<file path="src/rtl/lfsr_sequence_generator.sv">
// Parametrised Fibonacci LFSR with seed load, period tracking and zero-seed protection.
// Optional build macro LFSR_LOCKUP_RECOVER_EN: recover from the all-zero state.
module lfsr_sequence_generator #(
    parameter int unsigned      WIDTH = 4,
    parameter logic [WIDTH-1:0] TAPS  = WIDTH'(4'hC),
    parameter logic [WIDTH-1:0] SEED  = WIDTH'(4'h8)
) (
    input  logic             clk,
    input  logic             reset,
    input  logic             en,
    input  logic             load,
    input  logic [WIDTH-1:0] seed_in,
    output logic             seq,
    output logic [WIDTH-1:0] state,
    output logic             period_done,
    output logic [WIDTH-1:0] period_len,
    output logic             load_err
);

    localparam logic [WIDTH-1:0] ONE = WIDTH'(1);

    generate
        if (WIDTH < 2 || WIDTH > 32) begin : g_bad_width
            $fatal(1, "lfsr_sequence_generator: WIDTH must be 2..32");
        end
        if (SEED == '0) begin : g_bad_seed
            $fatal(1, "lfsr_sequence_generator: SEED must be non-zero");
        end
    endgenerate

    logic [WIDTH-1:0] state_q, state_d;
    logic [WIDTH-1:0] seed_q, seed_d;
    logic [WIDTH-1:0] cnt_q, cnt_d;
    logic [WIDTH-1:0] len_q, len_d;
    logic             done_q, done_d;
    logic             err_q, err_d;

    logic [WIDTH-1:0] next_state;
    logic [WIDTH-1:0] load_val;
    logic             cnt_sat;
    logic             seed_zero;

    assign next_state = {state_q[WIDTH-2:0], ^(state_q & TAPS)};
    assign seed_zero  = (seed_in == '0);
    assign load_val   = seed_zero ? SEED : seed_in;
    // A saturated counter means the seed was never revisited within range.
    assign cnt_sat    = &cnt_q;

    always_comb begin
        state_d = state_q;
        seed_d  = seed_q;
        cnt_d   = cnt_q;
        len_d   = len_q;
        done_d  = 1'b0;
        err_d   = 1'b0;
        if (load) begin
            state_d = load_val;
            seed_d  = load_val;
            cnt_d   = '0;
            err_d   = seed_zero;
        end
`ifdef LFSR_LOCKUP_RECOVER_EN
        else if (state_q == '0) begin
            state_d = seed_q;
            cnt_d   = '0;
            err_d   = 1'b1;
        end
`endif
        else if (en) begin
            state_d = next_state;
            if (!cnt_sat) begin
                if (next_state == seed_q) begin
                    done_d = 1'b1;
                    len_d  = cnt_q + ONE;
                    cnt_d  = '0;
                end else begin
                    cnt_d = cnt_q + ONE;
                end
            end
        end
    end

    always_ff @(posedge clk or posedge reset) begin
        if (reset) begin
            state_q <= SEED;
            seed_q  <= SEED;
            cnt_q   <= '0;
            len_q   <= '0;
            done_q  <= 1'b0;
            err_q   <= 1'b0;
        end else begin
            state_q <= state_d;
            seed_q  <= seed_d;
            cnt_q   <= cnt_d;
            len_q   <= len_d;
            done_q  <= done_d;
            err_q   <= err_d;
        end
    end

    assign seq         = state_q[WIDTH-1];
    assign state       = state_q;
    assign period_done = done_q;
    assign period_len  = len_q;
    assign load_err    = err_q;

endmodule

</file>
<file path="config.mk">
export PLATFORM = sky130hd
export DESIGN_NAME = lfsr_sequence_generator
export DESIGN_NICKNAME = d
export VERILOG_FILES = /design/src/rtl/lfsr_sequence_generator.sv
export SDC_FILE = /design/constraint.sdc
export NUM_CORES = 1
export LEC_CHECK = 0
export ABC_AREA = 1
export CAP_MARGIN = 15
export CORE_AREA = 2 2 47 49
export CTS_CLUSTER_DIAMETER = 200
export CTS_CLUSTER_SIZE = 12
export DETAILED_ROUTE_END_ITERATION = 10
export DIE_AREA = 0 0 49 51
export HOLD_SLACK_MARGIN = 0.08
export MAX_ROUTING_LAYER = met4
export PLACE_DENSITY = 0.72
export SYNTH_ARGS = -nofsm -noshare
export SYNTH_HDL_FRONTEND = slang
export SYNTH_SLANG_ARGS = --single-unit
</file>
<file path="constraint.sdc">
create_clock -name clk -period 1.5 [get_ports clk]
set_input_delay 0.3 -clock clk [delete_from_list [all_inputs] [get_ports clk]]
set_output_delay 0.3 -clock clk [all_outputs]
set_load 0.005 [all_outputs]
</file>
==> results.tsv, run 1 <==
stage	metric	value	unit
run_status	outcome	finished clean	
synthesis	dominant cell type by area after synthesis	dfrtp_1	
critical_path	WP data arrival	1.15	ns
critical_path	crit-path max FO	2	
run	Max Cap Violations	0	
timing	TNS Setup	0	ns
timing	Tcrit/Tclk final	0.967	
synthesis	count leader, synth	nand2_1	
detailed_routing	Starting DRT DRC Count	20	
timing	Final Skew	0.0118	ns
die	Die Ht	51	um
power	Clock power frac	0.217	
clock_network	Root Buffer	clkbuf_4	
synthesis	#FFs+latches synth	18	
timing	# setup viols final	0	
global_route	first-pass GRT wire length	2990	um
placed_design	dpl hpwl	1340	um
die	initial core utilization	0.432	
critical_path	Top delay family on crit path	buffers and inverters	
synthesis	top post-synthesis cells by area	dfrtp_1 45%, nand2_1 14%, dfstp_2 5.9%	
global_route	vias in the first global route	755	
die	row count	17	
power	Power Density	925	mW/mm^2
detailed_routing	routed vias/inst	4.64	
die	die area	0.00250	mm^2
placed_design	routability cong.	0.837	
timing	Relative slew margins	0.832	
critical_path	Crit Path Class	reg -> out	
detailed_routing	First-pass DRT Iterations	4	
power	switching power	0.000328	W
timing	final hold vios	0	
synthesis	Synth Area in Compound Gates	0.0813	
die	core area	0.00206	mm^2
synthesis	Synth Instances	102	
timing	unrepaired setup endpoints after global routing	no	
power	Lkg Pwr	0.670	nW
synthesis	Syn Area/Cell	8.75	um^2
global_route	GRT Util Overall	0.160	
synthesis	largest family of logic cells by synthesized area	simple AND/OR/NAND/NOR gates	
die	Die W	49	um
critical_path	Buf/Inv on CP	1	
synthesis	post-synthesis mux area share	0	
finish	diodes inserted	0	
power	Max rail drop VDD	513	uV
critical_path	CP Cell Sequence	clkdlybuf4s50_1	
timing	Slew @ Worst Pin	0.250	ns
power	Comb pwr share	0.279	
detailed_routing	DRC violations left	0	
timing	Period minus WS final	1.45	ns
critical_path	worst endpoint required time	1.20	ns
synthesis	Syn Nets	111	
power	Switching Share	0.288	
critical_path	critical path's largest stage delay	0.50	ns
clock_network	CTS clk-pin slew, worst paths	0.10	ns
finish	layout cells sized above 1	0.212	
detailed_routing	WL final	1780	um
die	I/O Pins	19	
hold_path	Hold/Removal Path Class	in -> async	
global_route	GRT overflow	0	
critical_path	crit path capture type	primary output	
clock_network	Clk Latency, worst-skew pair	0.29	ns
global_route	initial antenna violation count	0	
global_route	largest net degree at the start of global routing	19	
placed_design	Port Buffers	18	
critical_path	CP max stage cell	clkdlybuf4s50_1	
power	sequential share of power	0.505	
critical_path	type of origin of the critical path	register	
clock_network	CTS Buf Count	3	
clock_network	clk buf depth	2	
synthesis	XOR/XNOR Fraction of Synth Area	0.0295	
timing	fin. max-slew vios	0	
detailed_routing	detailed-route via count	742	
synthesis	most common library cells after synthesis	34 x nand2_1, 16 x dfrtp_1, 12 x inv_1, 8 x nand3_1, 6 x o21ai_0	
synthesis	async set or reset register ratio after synthesis	1.00	
finish	Area growth syn-to-layout	37.6	%
synthesis	Post-synth EDFFs	0	
finish	fin util	0.595	
synthesis	most used flip-flop cell after synthesis	dfrtp_1	
clock_network	clock sinks	18	
synthesis	Ys Warns	0	
synthesis	synthesized-area fraction occupied by adder cells	0.0140	
clock_network	htree depth	1	
synthesis	post-synthesis cell area	892	um^2
synthesis	sequential cell area fraction in the yosys report	0.508	
timing	f_max	0.689	GHz
finish	nets@finish	142	
detailed_routing	Routed WL per cell	11.1	um
synthesis	top-area cell type share of the netlist area	0.449	
synthesis	Cell variety after synth	21	
detailed_routing	Final ANT Viol Nets	0	
synthesis	simple-gate share of the synthesized area	0.296	
power	Internal	0.000808	W
clock_network	CTS tree	done	
==> final cells by class <==
class                           instances  area [um^2]
Fill cell                             198          836
Inverter                               13         48.8
Tap cell                               28         35.0
Clock buffer                            4         26.3
Timing Repair Buffer                   28          274
Multi-Input combinational cell         69          390
Sequential cell                        18          453
==> power groups by stage <==
| stage | Sequential (W) | Clock, W | Combinational (W) |
|---|---|---|---|
| 2_1_floorplan | 0.000587 | 0 | 0.000147 |
| 3_3_place_gp | 0.000586 | 0 | 0.000273 |
| 3_5_place_dp | 0.000587 | 0 | 0.000279 |
| 4_1_cts | 0.000571 | 0.000259 | 0.000304 |
| 5_1_grt | 0.000583 | 0.000279 | 0.000347 |
| 6_report | 0.000573 | 0.000246 | 0.000316 |
==> cells in the final DEF, fill, tap and decap left out, drive strengths merged, types with 3 or more instances in the layout <==
cell and count:
dlymetal6s2s 4, o21ai 6, o211ai 3, clkbuf 4, nand2 39, inv 13
dfrtp 16, nand3 9, buf 10, nor2 5, clkdlybuf4s50 12
==> worst reg2reg max path, delay by kind of cell, from the launching register on <==
kind	cells	cell delay (ns)
flops	1	0.55
simple gates	8	0.62
buf+inv	2	0.12
==> path summary, 6_finish.rpt <==
path | startpoint | end | slack (ns) | cells past startpoint
worst min-delay path | reset | cnt_q[3] | 0.32 | 3
max in group asynchronous | reset | state[3] | 0.91 | 3
worst min register to register | period_len[1] | period_len[1] | 0.48 | 2
worst max-delay path | period_len[3] | period_len[3] | 0.05 | 1
min in group clk | period_len[1] | period_len[1] | 0.48 | 2
worst max register to register | state[3] | period_len[2] | 0.11 | 10
==> registers in the layout, indices dropped and copies added (netlist names) <==
register,flops
period_done,1
seed_q,4
load_err,1
state,4
period_len,4
cnt_q,4
==> layer usage <==
metal	wire (um)	global-route usage
met5	0	-
met4	25	0.0571
met3	53	0.0263
met2	937	0.295
met1	760	0.176
==> stage by stage <==
stage               cell area [um^2]  cells  setup WS (ns)  power [W]  hold slack [ns]
floorplan                        892    102          0.232   0.000734            0.237
global placement                1110    148         0.0440   0.000860            0.459
detailed placement              1110    148         0.0291   0.000866            0.462
CTS                             1170    156        0.00297    0.00113            0.323
global route                    1230    160       0.000165    0.00121            0.328
finish                          1230    160         0.0494    0.00114            0.317
==> cells by family after synthesis <==
kind of cell	Yosys count
simple gates	53
flops	18
buf+inv	15
compound gates	12
xor+xnor	3
fa+ha+maj	1
==> repair_timing <==
| action | 4_1_cts | 5_1_grt |
|---|---|---|
| setup endpoints to repair | 4 | 8 |
| hold buffers | 0 | 0 |
| pin swaps | 1 | 6 |
| resized for setup | 3 | 15 |
| buffers inserted | 4 | 5 |
| gates cloned | 0 | 0 |
(Power assumes the default switching activity.)
==> inputs of run 2 (changes only) <==
Settings changed: CORE_AREA 2 2 47 49 to 2 2 49 51, DIE_AREA 0 0 49 51 to 0 0 51 53, GPL_TIMING_DRIVEN set to 0, PLACE_DENSITY 0.72 to 0.7.
Clock period 1.5 ns to 1.3 ns, I/O delays scaled along.
==> results.tsv, run 2 (synthesis results as in run 1) <==
stage	metric	value	unit	change
detailed_routing	routed vias/inst	4.90		was 4.64
timing	TNS Setup	-0.652	ns	was 0 ns
detailed_routing	WL final	2020	um	was 1780 um
placed_design	routability cong.	0.801		was 0.837
global_route	initial antenna violation count	0		unchanged
die	core area	0.00215	mm^2	was 0.00206 mm^2
detailed_routing	detailed-route via count	799		was 742
placed_design	Port Buffers	17		was 18
hold_path	HP Start	load		
critical_path	flop-to-flop setup slack	-0.10	ns	was 0.11 ns
die	Die Ht	53	um	was 51 um
finish	nets@finish	145		was 142
power	Power, Total	0.00146	W	was 0.00114 W
timing	Slew @ Worst Pin	0.693	ns	was 0.250 ns
clock_network	Clk Latency, worst-skew pair	0.31	ns	was 0.29 ns
global_route	first-pass GRT wire length	3260	um	was 2990 um
finish	fill cell count	201		was 198
detailed_routing	DRC violations left	0		unchanged
die	I/O Pins	19		unchanged
finish	layout cells sized above 1	0.356		was 0.212
hold_path	Hold/Removal Path Class	in -> reg		was in -> async
timing	Tcrit/Tclk final	1.08		
hold_path	Hold EP	seed_q[3]		
timing	Period minus WS final	1.40	ns	
timing	Hold WS	0.207	ns	was 0.317 ns
detailed_routing	First-pass DRT Iterations	4		unchanged
finish	most common cell after layout, fill and taps aside	nand2_1		unchanged
finish	register area	453	um^2	unchanged
finish	fin util	0.608		was 0.595
timing	unrepaired setup endpoints after global routing	yes		was no
clock_network	clock sinks	18		unchanged
critical_path	worst endpoint required time	1.04	ns	was 1.20 ns
global_route	vias in the first global route	789		was 755
critical_path	crit-path max FO	3		was 2
detailed_routing	Final ANT Viol Nets	0		unchanged
critical_path	WP data arrival	1.14	ns	was 1.15 ns
clock_network	CTS clk-pin slew, worst paths	0.10	ns	about the same
clock_network	clk buf depth	2		unchanged
critical_path	RR Endpoint	period_len[3]		was period_len[2]
timing	# setup viols final	9		was 0
critical_path	reg2reg start	state[3]		unchanged
timing	final setup margin	-0.104	ns	was 0.0494 ns
die	row count	17		unchanged
clock_network	Root Buffer	clkbuf_4		unchanged
global_route	largest net degree at the start of global routing	19		unchanged
die	Die W	51	um	was 49 um
die	die area	0.00270	mm^2	was 0.00250 mm^2
finish	diodes inserted	0		unchanged
clock_network	htree depth	1		unchanged
timing	Final Skew	0.00645	ns	was 0.0118 ns
clock_network	CTS Buf Count	3		unchanged
placed_design	dpl hpwl	1320	um	was 1340 um
run_status	outcome	finished, violations left		was finished clean
finish	Area growth syn-to-layout	46.4	%	was 37.6%
critical_path	worst r2r path cells	10		unchanged
detailed_routing	Starting DRT DRC Count	11		was 20
detailed_routing	Routed WL per cell	12.4	um	was 11.1 um
run_status	failing checks	setup timing		
timing	f_max	0.712	GHz	
critical_path	Crit Path Class	reg -> out		unchanged
timing	Relative slew margins	0.538		was 0.832
power	Power Density	1120	mW/mm^2	was 925 mW/mm^2
timing	fin. max-slew vios	0		unchanged
run	Max Cap Violations	0		unchanged
hold_path	Min-Delay Path Depth	2		
timing	final hold vios	0		unchanged
global_route	GRT overflow	0		unchanged
power	Max rail drop VDD	708	uV	was 513 uV
finish	multi-input logic area	469	um^2	was 390 um^2
power	Lkg Pwr	0.696	nW	was 0.670 nW
clock_network	CTS tree	done		unchanged
critical_path	crit path capture type	primary output		unchanged
finish	most frequent cells in the layout	27 x nand2_1, 16 x dfrtp_1, 13 x buf_4, 10 x inv_1, 8 x dlygate4sd2_1		was 32 x nand2_1, 16 x dfrtp_1, 12 x clkdlybuf4s50_1, 11 x inv_1
die	initial core utilization	0.415		was 0.432
global_route	GRT Util Overall	0.171		was 0.160
critical_path	type of origin of the critical path	register		unchanged
==> run 2: cell types whose count changed in the layout (fill, tap and decap cells not counted), moves of 3 or more <==
cell / before / now
dlygate4sd2_1: 2 / 8
buf_4: 7 / 13
nand2_1: 32 / 27
dlymetal6s2s_1: 4 / 0
clkdlybuf4s50_1: 12 / 6
nand2_4: 2 / 5
==> run 2: power breakdown <==
part | switching [W] | total (W) | internal (W)
combinational | 0.000219 | 0.000433 | 0.000215
clock | 0.000189 | 0.000360 | 0.000171
sequential | 0.0000406 | 0.000666 | 0.000625
==> run 2: stage by stage <==
step / std cells / setup slack (ns) / area (um^2)
3_5_place_dp: 147 / -0.126 / 1100
3_3_place_gp: 147 / -0.0995 / 1100
6_report: 163 / -0.104 / 1310
4_1_cts: 160 / -0.0879 / 1230
5_1_grt: 163 / -0.177 / 1310
2_1_floorplan: 102 / 0.0318 / 892
==> run 2: worst max-delay path by stage <==
stage,from,to,slack (ns),cells past startpoint
3_5_place_dp,en,cnt_q[1],-0.13,5
3_3_place_gp,en,period_len[0],-0.1,6
5_1_grt,state[3],period_len[3],-0.18,10
2_1_floorplan,state[3],period_len[0],0.03,9
6_report,state[3],state[3],-0.10,3
4_1_cts,state[3],state[3],-0.09,3
==> run 2: worst max-delay path, stage by stage (launching register included) <==
cell and delay [ns]:
dfstp_2 0.56, buf_6 0.11, buf_4 0.10, buf_6 0.08
==> run 2: repair_timing <==
item | 4_1_cts | 5_1_grt
pin swaps | 7 | 9
gates resized for setup | 29 | 18
hold endpoints to repair | 0 | 0
cloned | 1 | 0
hold buffers | 0 | 0
setup endpoints to repair | 19 | 11
buffers inserted | 8 | 3
==> run 2: routing by layer <==
layer / vias up / GRT usage / wire, um
met5: - / - / 0
met4: 0 / 0.0676 / 35
met3: 5 / 0.0254 / 73
met2: 19 / 0.316 / 1040
met1: 386 / 0.184 / 873
li1: 389 / - / -
==> run 2: area by class of cell <==
| type | count | area share |
|---|---|---|
| Multi-Input combinational cell | 70 | 0.359 |
| Clock buffer | 4 | 0.0278 |
| Tap cell | 28 | 0.0268 |
| Buffer | 2 | 0.0115 |
| Sequential cell | 18 | 0.347 |
| Timing Repair Buffer | 28 | 0.189 |
| Inverter | 13 | 0.0393 |
==> inputs of run 3 (changes only) <==
Settings changed: CAP_MARGIN 15 to 25.
==> results of run 3 <==
No change in the layout: final DEF, timing and power equal those of run 2.
==> patch: new RTL, flow settings as in run 3 <==
Register the output `seq`; this adds one clock of latency there. The other outputs are not delayed to match.
--- a/src/rtl/lfsr_sequence_generator.sv
+++ b/src/rtl/lfsr_sequence_generator.sv
@@ -98,7 +98,9 @@
         end
     end
 
-    assign seq         = state_q[WIDTH-1];
+    always_ff @(posedge clk) begin
+        seq <= state_q[WIDTH-1];
+    end
     assign state       = state_q;
     assign period_done = done_q;
     assign period_len  = len_q;
Function: changed (Yosys sat finds a counterexample within 4 cycles, from zero or initial values and one cycle with reset high).
==> patch against run 3 <==
- cell area fell by 4.4%
- sequential cell count rose by 1
- synthesized area rose by 1.4%
- wire length shrank 10%
- worst setup slack improved by 21 ps
- the flow still finishes with violations (setup timing)
- total power down 6.6%
- first-iteration DRC count is the same
- critical endpoint is now period_len[2]$_DFFE_PP0P_
==> patch: results (changes against run 3) <==
metric	value	unit	change
Area contributors post-synth	dfrtp_1 44%, nand2_1 14%, dfstp_2 5.8%		was dfrtp_1 45%, nand2_1 14%, dfstp_2 5.9%
vias in the first global route	785		was 789
area of the multi-input gates	435	um2	was 469 um2
Max-slew headroom	55.8	%	was 53.8%
DRT met1 WL	791	um	was 873 um
Hold Slack	213	ps	was 207 ps
Non-clock buffers	26		was 30
layout net count	142		was 145
Avg Vias per Cell	4.83		was 4.90
met1 usage	17.9	%	was 18.4%
adder-cell share of the synthesized area	1.38	%	was 1.40%
Routed met3 length	74	um	was 73 um
drt total wl	1820	um	was 2020 um
GRT Util Overall	15.7	%	was 17.1%
GP Congestion	0.804		was 0.801
Cell variety after synth	22		was 21
status	finished with violations		unchanged
seq_cells	19		was 18
XOR/XNOR Fraction of Synth Area	2.90	%	was 2.95%
post-synthesis async set-or-reset flop share	94.7	%	was 100%
Setup WS post-layout	-83.4	ps	was -104 ps
Layout Skew	3.86	ps	was 6.45 ps
share of cells above drive strength 1	26.5	%	was 35.6%
CP arrival	1570	ps	was 1140 ps
Seq area share	37.9	%	was 34.7%
Signal buf overhead	18.1	%	was 20.0%
reg2reg end	period_len[2]$_DFFE_PP0P_		was period_len[3]$_DFFE_PP0P_
failing checks	setup timing		unchanged
Sequential Power	0.695	mW	was 0.666 mW
post-synthesis sequential area ratio	52.3	%	was 50.8%
global-route wire length before repair	3080	um	was 3260 um
met2 Use GR	27.3	%	was 31.6%
Max VDD drop	0.833	mV	was 0.708 mV
Clock-cell share	2.20	%	was 2.78%
clkbuf count	3		was 4
Final setup viols	6		was 9
clock latency at the later pin of the worst-skew pair	290	ps	was 310 ps
==> patch: kinds of logic (layout without fill, tap and decap cells) <==
logic type	after synthesis	in the layout
AND/OR/NAND/NOR	53	54
flip-flops	19	19
buffers and inverters	14	43
AO/OA/AOI/OAI	12	12
XOR/XNOR	3	3
adder cells (fa/ha/maj)	1	1
==> patch: stage by stage <==
step	setup TNS [ps]	total power, mW	cells	area, um2	setup WS (ps)
floorplan	0	0.877	102	905	36.3
global placement	-619	1.02	147	1110	-101
detailed placement	-839	1.02	147	1110	-126
CTS	-286	1.34	158	1200	-59.5
global route	-1140	1.46	160	1250	-173
finish	-358	1.36	160	1250	-83.4
==> patch: timing repair <==
item                                    4_1_cts  5_1_grt
gates resized for setup                      19       11
endpoints found under the setup margin       18       10
buffers inserted                              6        2
pin swaps                                     6        4
gates cloned                                  1        0
==> patch: worst max path at each step <==
| stage | slack [ps] | cells after the start | start | endpoint |
|---|---|---|---|---|
| floorplan | 40 | 9 | state[3]$_DFFE_PP1P_ | period_len[0]$_DFFE_PP0P_ |
| global placement | -100 | 6 | en | period_len[0]$_DFFE_PP0P_ |
| detailed placement | -130 | 5 | en | cnt_q[0]$_DFFE_PP0P_ |
| CTS | -60 | 10 | state[3]$_DFFE_PP1P_ | period_len[1]$_DFFE_PP0P_ |
| global route | -170 | 10 | state[3]$_DFFE_PP1P_ | period_len[3]$_DFFE_PP0P_ |
| finish | -80 | 10 | state[3]$_DFFE_PP1P_ | period_len[2]$_DFFE_PP0P_ |
==> patch: worst max-delay path: cells and delay by family, from the launching register on <==
kind          cells  cell delay (ps)
buf+inv           2              150
flops             1              550
simple gates      8              590
